**config.mk**
```make
export PLATFORM = sky130hd
export DESIGN_NAME = uart_tx_periph_flat
export DESIGN_NICKNAME = d
export VERILOG_FILES = /design/src/rtl/uart_tx_periph_if.sv /design/src/rtl/uart_tx_periph.sv /design/src/flat_wrapper.sv
export SDC_FILE = /design/constraint.sdc
export NUM_CORES = 1
export LEC_CHECK = 0
export BUFFER_PORTS_ARGS = -buffer_cell sky130_fd_sc_hd__buf_2
export CAP_MARGIN = 10
export CORE_UTILIZATION = 27
export DETAILED_ROUTE_END_ITERATION = 6
export GPL_ROUTABILITY_DRIVEN = 0
export SLEW_MARGIN = 40
export SYNTH_ARGS = -nofsm -noshare
export SYNTH_HDL_FRONTEND = slang
export SYNTH_SLANG_ARGS = --single-unit
```
**constraint.sdc**
```tcl
create_clock -name clock -period 4.4 [get_ports clock]
set_input_delay 0.22 -clock clock [delete_from_list [all_inputs] [get_ports clock]]
set_output_delay 0.22 -clock clock [all_outputs]
set_load 0.005 [all_outputs]
```
**src/rtl/uart_tx_periph_if.sv**
```systemverilog
// rtl/uart_tx_periph_if.sv - core data-port bus bundle for the memory-mapped UART transmitter
interface uart_tx_periph_if;
    logic [31:0] data_address;
    logic [1:0]  data_width;
    logic [31:0] data_in;
    logic        data_read;
    logic        data_write;
    logic [31:0] data_out;
    logic        data_ready;
    logic        selected;

    modport master (
        output data_address, data_width, data_in, data_read, data_write,
        input  data_out, data_ready, selected
    );

    modport slave (
        input  data_address, data_width, data_in, data_read, data_write,
        output data_out, data_ready, selected
    );
endinterface

```
**src/rtl/uart_tx_periph.sv**
```systemverilog
// rtl/uart_tx_periph.sv - memory-mapped 8N1 UART transmitter with byte FIFO and status register
module uart_tx_periph #(
    parameter logic [31:0] TX_ADDR         = 32'h40000004,
    parameter logic [31:0] STATUS_ADDR     = 32'h4000000C,
    parameter int          CLOCKS_PER_BIT  = 100,
    parameter int          FIFO_DEPTH_LOG2 = 4
) (
    input  logic           clock,
    input  logic           reset,
    uart_tx_periph_if.slave bus,
    output logic           tx,
    output logic           busy
);
    localparam int DEPTH = 2 ** FIFO_DEPTH_LOG2;
    localparam int CW    = FIFO_DEPTH_LOG2 + 1;
    localparam int BW    = $clog2(CLOCKS_PER_BIT);
    localparam logic [BW-1:0] BAUD_LAST = BW'(CLOCKS_PER_BIT - 1);

    typedef enum logic [1:0] {IDLE, START, DATA, STOP} state_t;

    state_t state, state_next;
    logic [BW-1:0] baud, baud_next;
    logic [2:0]    bit_idx, bit_next;
    logic [7:0]    shift, shift_next;
    logic          tx_next;
    logic          pop;

    logic [7:0]                 mem [DEPTH];
    logic [FIFO_DEPTH_LOG2-1:0] wr_ptr, rd_ptr;
    logic [CW-1:0]              count, count_next;
    logic                       full, empty;

    logic is_tx, is_status, req, stall, accept, push, rd_status;
    logic [31:0] status_word;

    logic unused_bus_bits;
    assign unused_bus_bits = ^{bus.data_width, bus.data_in[31:8]};

    assign full  = (count == CW'(DEPTH));
    assign empty = (count == '0);

    assign is_tx        = (bus.data_address == TX_ADDR);
    assign is_status    = (bus.data_address == STATUS_ADDR);
    assign bus.selected = is_tx | is_status;

    // A full FIFO stalls only TX writes; the decision uses the count from before the edge.
    assign req         = bus.data_read | bus.data_write;
    assign stall       = bus.data_write & is_tx & full;
    assign accept      = req & bus.selected & ~bus.data_ready & ~stall;
    assign push        = accept & bus.data_write & is_tx;
    assign rd_status   = accept & bus.data_read & ~bus.data_write & is_status;
    assign status_word = {16'b0, 8'(count), 5'b0, empty, full, busy};

    always_comb begin
        count_next = count;
        case ({push, pop})
            2'b10:   count_next = count + CW'(1);
            2'b01:   count_next = count - CW'(1);
            default: count_next = count;
        endcase
    end

    always_ff @(posedge clock) begin
        if (push)
            mem[wr_ptr] <= bus.data_in[7:0];
    end

    always_ff @(posedge clock) begin
        if (reset) begin
            bus.data_ready <= 1'b0;
            bus.data_out   <= '0;
            wr_ptr         <= '0;
            rd_ptr         <= '0;
            count          <= '0;
            busy           <= 1'b0;
        end else begin
            bus.data_ready <= accept;
            bus.data_out   <= rd_status ? status_word : 32'h0;
            if (push)
                wr_ptr <= wr_ptr + 1'b1;
            if (pop)
                rd_ptr <= rd_ptr + 1'b1;
            count <= count_next;
            busy  <= (state_next != IDLE) || (count_next != '0);
        end
    end

    always_ff @(posedge clock) begin
        if (reset) begin
            state   <= IDLE;
            baud    <= '0;
            bit_idx <= '0;
            shift   <= '0;
            tx      <= 1'b1;
        end else begin
            state   <= state_next;
            baud    <= baud_next;
            bit_idx <= bit_next;
            shift   <= shift_next;
            tx      <= tx_next;
        end
    end

    // The shift register is consumed LSB first by shifting right after each data bit.
    always_comb begin
        state_next = state;
        baud_next  = baud;
        bit_next   = bit_idx;
        shift_next = shift;
        tx_next    = tx;
        pop        = 1'b0;
        case (state)
            IDLE: begin
                if (!empty) begin
                    pop        = 1'b1;
                    shift_next = mem[rd_ptr];
                    state_next = START;
                    baud_next  = '0;
                    tx_next    = 1'b0;
                end
            end
            START: begin
                if (baud == BAUD_LAST) begin
                    baud_next  = '0;
                    bit_next   = '0;
                    state_next = DATA;
                    tx_next    = shift[0];
                end else begin
                    baud_next = baud + BW'(1);
                end
            end
            DATA: begin
                if (baud == BAUD_LAST) begin
                    baud_next = '0;
                    if (bit_idx == 3'd7) begin
                        state_next = STOP;
                        tx_next    = 1'b1;
                    end else begin
                        bit_next   = bit_idx + 3'd1;
                        shift_next = {1'b0, shift[7:1]};
                        tx_next    = shift[1];
                    end
                end else begin
                    baud_next = baud + BW'(1);
                end
            end
            STOP: begin
                if (baud == BAUD_LAST) begin
                    baud_next = '0;
                    if (!empty) begin
                        pop        = 1'b1;
                        shift_next = mem[rd_ptr];
                        state_next = START;
                        tx_next    = 1'b0;
                    end else begin
                        state_next = IDLE;
                    end
                end else begin
                    baud_next = baud + BW'(1);
                end
            end
            default: state_next = IDLE;
        endcase
    end
endmodule

```
**src/flat_wrapper.sv**
```systemverilog
// flat-port wrapper written by rule: the top's interface ports become plain ports
module uart_tx_periph_flat 
#(
    parameter logic [31:0] TX_ADDR         = 32'h40000004,
    parameter logic [31:0] STATUS_ADDR     = 32'h4000000C,
    parameter int          CLOCKS_PER_BIT  = 100,
    parameter int          FIFO_DEPTH_LOG2 = 4
)
  (clock, reset, tx, busy, bus_data_address, bus_data_width, bus_data_in, bus_data_read, bus_data_write, bus_data_out, bus_data_ready, bus_selected);
  uart_tx_periph_if bus_i ();
  input  logic clock;
  input  logic reset;
  output logic tx;
  output logic busy;
  input wire logic [$bits(bus_i.data_address)-1:0] bus_data_address;
  input wire logic [$bits(bus_i.data_width)-1:0] bus_data_width;
  input wire logic [$bits(bus_i.data_in)-1:0] bus_data_in;
  input wire logic [$bits(bus_i.data_read)-1:0] bus_data_read;
  input wire logic [$bits(bus_i.data_write)-1:0] bus_data_write;
  output wire logic [$bits(bus_i.data_out)-1:0] bus_data_out;
  output wire logic [$bits(bus_i.data_ready)-1:0] bus_data_ready;
  output wire logic [$bits(bus_i.selected)-1:0] bus_selected;
  assign bus_i.data_address = bus_data_address;
  assign bus_i.data_width = bus_data_width;
  assign bus_i.data_in = bus_data_in;
  assign bus_i.data_read = bus_data_read;
  assign bus_i.data_write = bus_data_write;
  assign bus_data_out = bus_i.data_out;
  assign bus_data_ready = bus_i.data_ready;
  assign bus_selected = bus_i.selected;
  uart_tx_periph #(.TX_ADDR(TX_ADDR), .STATUS_ADDR(STATUS_ADDR), .CLOCKS_PER_BIT(CLOCKS_PER_BIT), .FIFO_DEPTH_LOG2(FIFO_DEPTH_LOG2)) u_core (.clock(clock), .reset(reset), .bus(bus_i), .tx(tx), .busy(busy));
endmodule
```
==> results.md <==
* First-pass GRT wire length at 23.0 mm
* Routed vias at 4,195
* Synthesized flop and latch total at 176
* Skew final at 0.0208 ns
* PD cells at 458 nW/um^2
* Starting Density at 0.275
* CP required at 4.69 ns
* Post-CTS setup buffers at 0
* # diodes at 0
* All-Layer GR Usage at 0.105
* Layout overhead on the synthesized area at 15.6%
* Cells after DPL at 914
* F_max at 293 MHz
* Initial DRC Count at 319
* Final WL at 14.0 mm
* Hold Startpoint: bus_data_in[3]
* DIE AREA at 28,900 sq um
* Synth top area share at 0.504
* CTS tree: yes
* DIE WIDTH at 170 um
* CP Class: reg -> reg
* Vias in the first global route at 4,201
* Cells after Synth at 500
* Slew @ Worst Pin at 0.764 ns
* Area of the core at 27,800 sq um
* Fin. max-slew vios at 0
* Max-slew headroom at 0.491
* Post-CTS sizing at 0
* Synth async-reset ratio at 0
* Ys flop type: edfxtp_1
* DR vias/cell at 4.43
* R2R Setup Slk at 0.99 ns
* Switching power at 1.10 mW
* Post-CTS Hold Buffers at 0
* Hold path cells at 1
* Leakage at 3.03 nW
* Peak supply drop at 0.000280 V
* Gr ovfl total at 0
* CP endpoint kind: flip-flop
* R2R depth at 12
* Switching Share at 0.271
* Initial antenna violation count at 0
* Worst skew pair latency at 0.43 ns
* Antenna Nets Post-Route at 0
* Final setup viols at 0
* Wirelength per Cell at 14.8 um
* CTS Buffer Depth at 2
* Post-Syn Area at 7630 sq um
* Max Cap Viol at 0
* Share of layout cells above drive strength 1 at 0.266
* Hold path endpoint: u_core.mem[11][3]$_DFFE_PP_
* Avg Inst Size Synth at 15.3 sq um
* Peak fanout along the critical path at 9
* Tightest Hold Check Type: in -> reg
* Final net count at 641
* Yosys cell types at 60
* Synth area leaders: edfxtp_1 (50%), dfxtp_1 (13%), mux4_2 (12%), buf_4 (2.7%), ha_1 (2.6%)
* Largest net degree at the start of global routing at 36
* Clock Sinks at 176
* Yosys warns at 0
* Final-report hold violation count at 0
* Unrepaired setup endpoints after global routing: no
* Root Buffer: clkbuf_16
* HPWL after DPL at 9.69 mm
* Synth area leader: edfxtp_1
* Final period util at 0.775
* Clk pin slew, worst setup/hold paths at 0.08 ns
* I/O pin total at 106
* Logic pwr share at 0.160
* Clock power frac at 0.377
* Worst r2r dst: u_core.busy$_SDFF_PP0_
* Min Tclk post-route at 3.41 ns
* Internal Pwr Total at 2.94 mW
* Number of flops mapped to enable cells by yosys at 128
* Outcome: finished, final reports clean
* Startpoint types: flip-flop
* Die Ht at 170 um
* Num CTS Buffers at 17
* Port Buffers at 55
* Residual DRC count at 0
* Fin cells at 946
* Share of power burned in registers at 0.463
* Setup TNS at 0 ns
* Rows at 61
* Seq/Total Area, Yosys at 0.630
* H-tree Lvls at 4
* Reg-to-Reg Start: u_core.count[1]$_SDFF_PP0_
* Drt first pass iters at 4
* Crit path DAT at 3.70 ns
==> worst max-delay path by stage <==
stage | end | depth (start not counted) | from
after global routing | u_core.busy$_SDFF_PP0_ | 11 | u_core.count[1]$_SDFF_PP0_
final | u_core.busy$_SDFF_PP0_ | 12 | u_core.count[1]$_SDFF_PP0_
after detailed placement | u_core.busy$_SDFF_PP0_ | 15 | bus_data_address[8]
after global placement | u_core.busy$_SDFF_PP0_ | 15 | bus_data_address[8]
after CTS | u_core.busy$_SDFF_PP0_ | 12 | u_core.count[1]$_SDFF_PP0_
after floorplan | u_core.busy$_SDFF_PP0_ | 16 | u_core.count[1]$_SDFF_PP0_
==> metal layers <==
metal  GRT usage  up-vias  share of wire
li1            -     1999              -
met1       0.131     2099           0.45
met2       0.176       86           0.51
met3      0.0256       11          0.034
met4      0.0356        0          0.012
met5           0        -              0
==> registers in the layout, indices dropped and copies added, names as in the netlist, 2 cells and up, named ones only <==
signal and count:
u_core.mem 128, u_core.bit_idx 3, u_core.state 2, u_core.count 5
u_core.shift 8, u_core.baud 7, u_core.rd_ptr 4, u_core.wr_ptr 4
u_core.bus.data_out 8
==> Yosys cell counts, types with 3 or more instances <==
| library cell | count |
|---|---|
| mux2i_1 | 15 |
| a21oi_1 | 16 |
| edfxtp_1 | 128 |
| buf_6 | 3 |
| nor2b_1 | 9 |
| xor2_1 | 3 |
| and2_1 | 5 |
| nor2_1 | 31 |
| o2bb2ai_1 | 3 |
| nand3b_1 | 4 |
| o21ai_0 | 6 |
| nor4_1 | 7 |
| o31ai_1 | 3 |
| clkbuf_1 | 12 |
| buf_4 | 27 |
| buf_1 | 4 |
| nand4_1 | 5 |
| ha_1 | 16 |
| nand2_1 | 15 |
| nand3_1 | 3 |
| inv_1 | 17 |
| nor3_1 | 6 |
| dfxtp_1 | 48 |
| xnor2_1 | 6 |
| and3_1 | 19 |
| nor4b_1 | 3 |
| a211oi_2 | 6 |
| mux4_2 | 40 |
==> worst max-delay path, stage by stage (launching register included) <==
cell and delay, ns:
dfxtp_1 0.40, or4_4 0.63, nor2_1 0.31, nor3_1 0.08, buf_4 0.16, ha_1 0.30
xor2_1 0.18, ha_1 0.23, a21oi_1 0.15, mux2i_1 0.23, xnor2_1 0.10, o41ai_1 0.32
o2111ai_1 0.15
==> cell families (layout without fill, tap and decap cells) <==
group                      after synthesis  count (layout)  share of synthesized area
adders and majority gates               16              16                     0.0262
xor gates and xnor gates                 9               9                     0.0103
buffers and inverters                   65             110                     0.0484
AOI/OAI and AO/OA                       60              60                     0.0609
DFF                                    176             176                      0.630
other                                    1              24                   0.000492
and+or+nand+nor                        118             118                     0.0860
muxes                                   55              55                      0.138
==> power by group through the flow <==
stage / logic [mW] / registers [mW] / clock network (mW)
detailed placement: 0.656 / 1.91 / 0
global placement: 0.649 / 1.91 / 0
global route: 0.722 / 1.88 / 1.63
finish: 0.648 / 1.87 / 1.52
floorplan: 0.551 / 1.88 / 0
CTS: 0.658 / 1.87 / 1.56
==> layout make-up <==
| type | count | area [sq um] |
|---|---|---|
| repair buffers | 60 | 313 |
| flip-flops and latches | 176 | 4810 |
| clock inverters | 15 | 188 |
| fillers | 2736 | 19000 |
| clock buffers | 17 | 425 |
| inverters | 18 | 67.6 |
| well taps | 378 | 473 |
| multi-input cells | 282 | 2540 |
==> cells in the final DEF, fill, tap and decap left out, types with 15 or more instances in the layout <==
master / Yosys / layout
a21oi_1: 16 / 16
and3_1: 19 / 19
buf_2: 0 / 55
clkbuf_16: 0 / 17
conb_1: 1 / 24
dfxtp_1: 48 / 46
edfxtp_1: 128 / 128
ha_1: 16 / 16
inv_1: 17 / 17
mux2i_1: 15 / 15
mux4_2: 40 / 40
nand2_1: 15 / 15
nor2_1: 31 / 31
==> through the flow <==
stage / worst slack [ns] / utilization / total power [mW] / area, sq um / hold slack [ns]
2_1_floorplan: 1.11 / - / 2.43 / 7710 / 0.319
3_3_place_gp: 0.913 / 0.295 / 2.56 / 8200 / 0.437
3_5_place_dp: 0.937 / 0.295 / 2.56 / 8200 / 0.435
4_1_cts: 1.00 / 0.317 / 4.09 / 8810 / 0.152
5_1_grt: 0.759 / 0.317 / 4.23 / 8810 / 0.160
6_report: 0.991 / 0.317 / 4.04 / 8810 / 0.171
No activity file was read; power rests on OpenSTA's default activity.
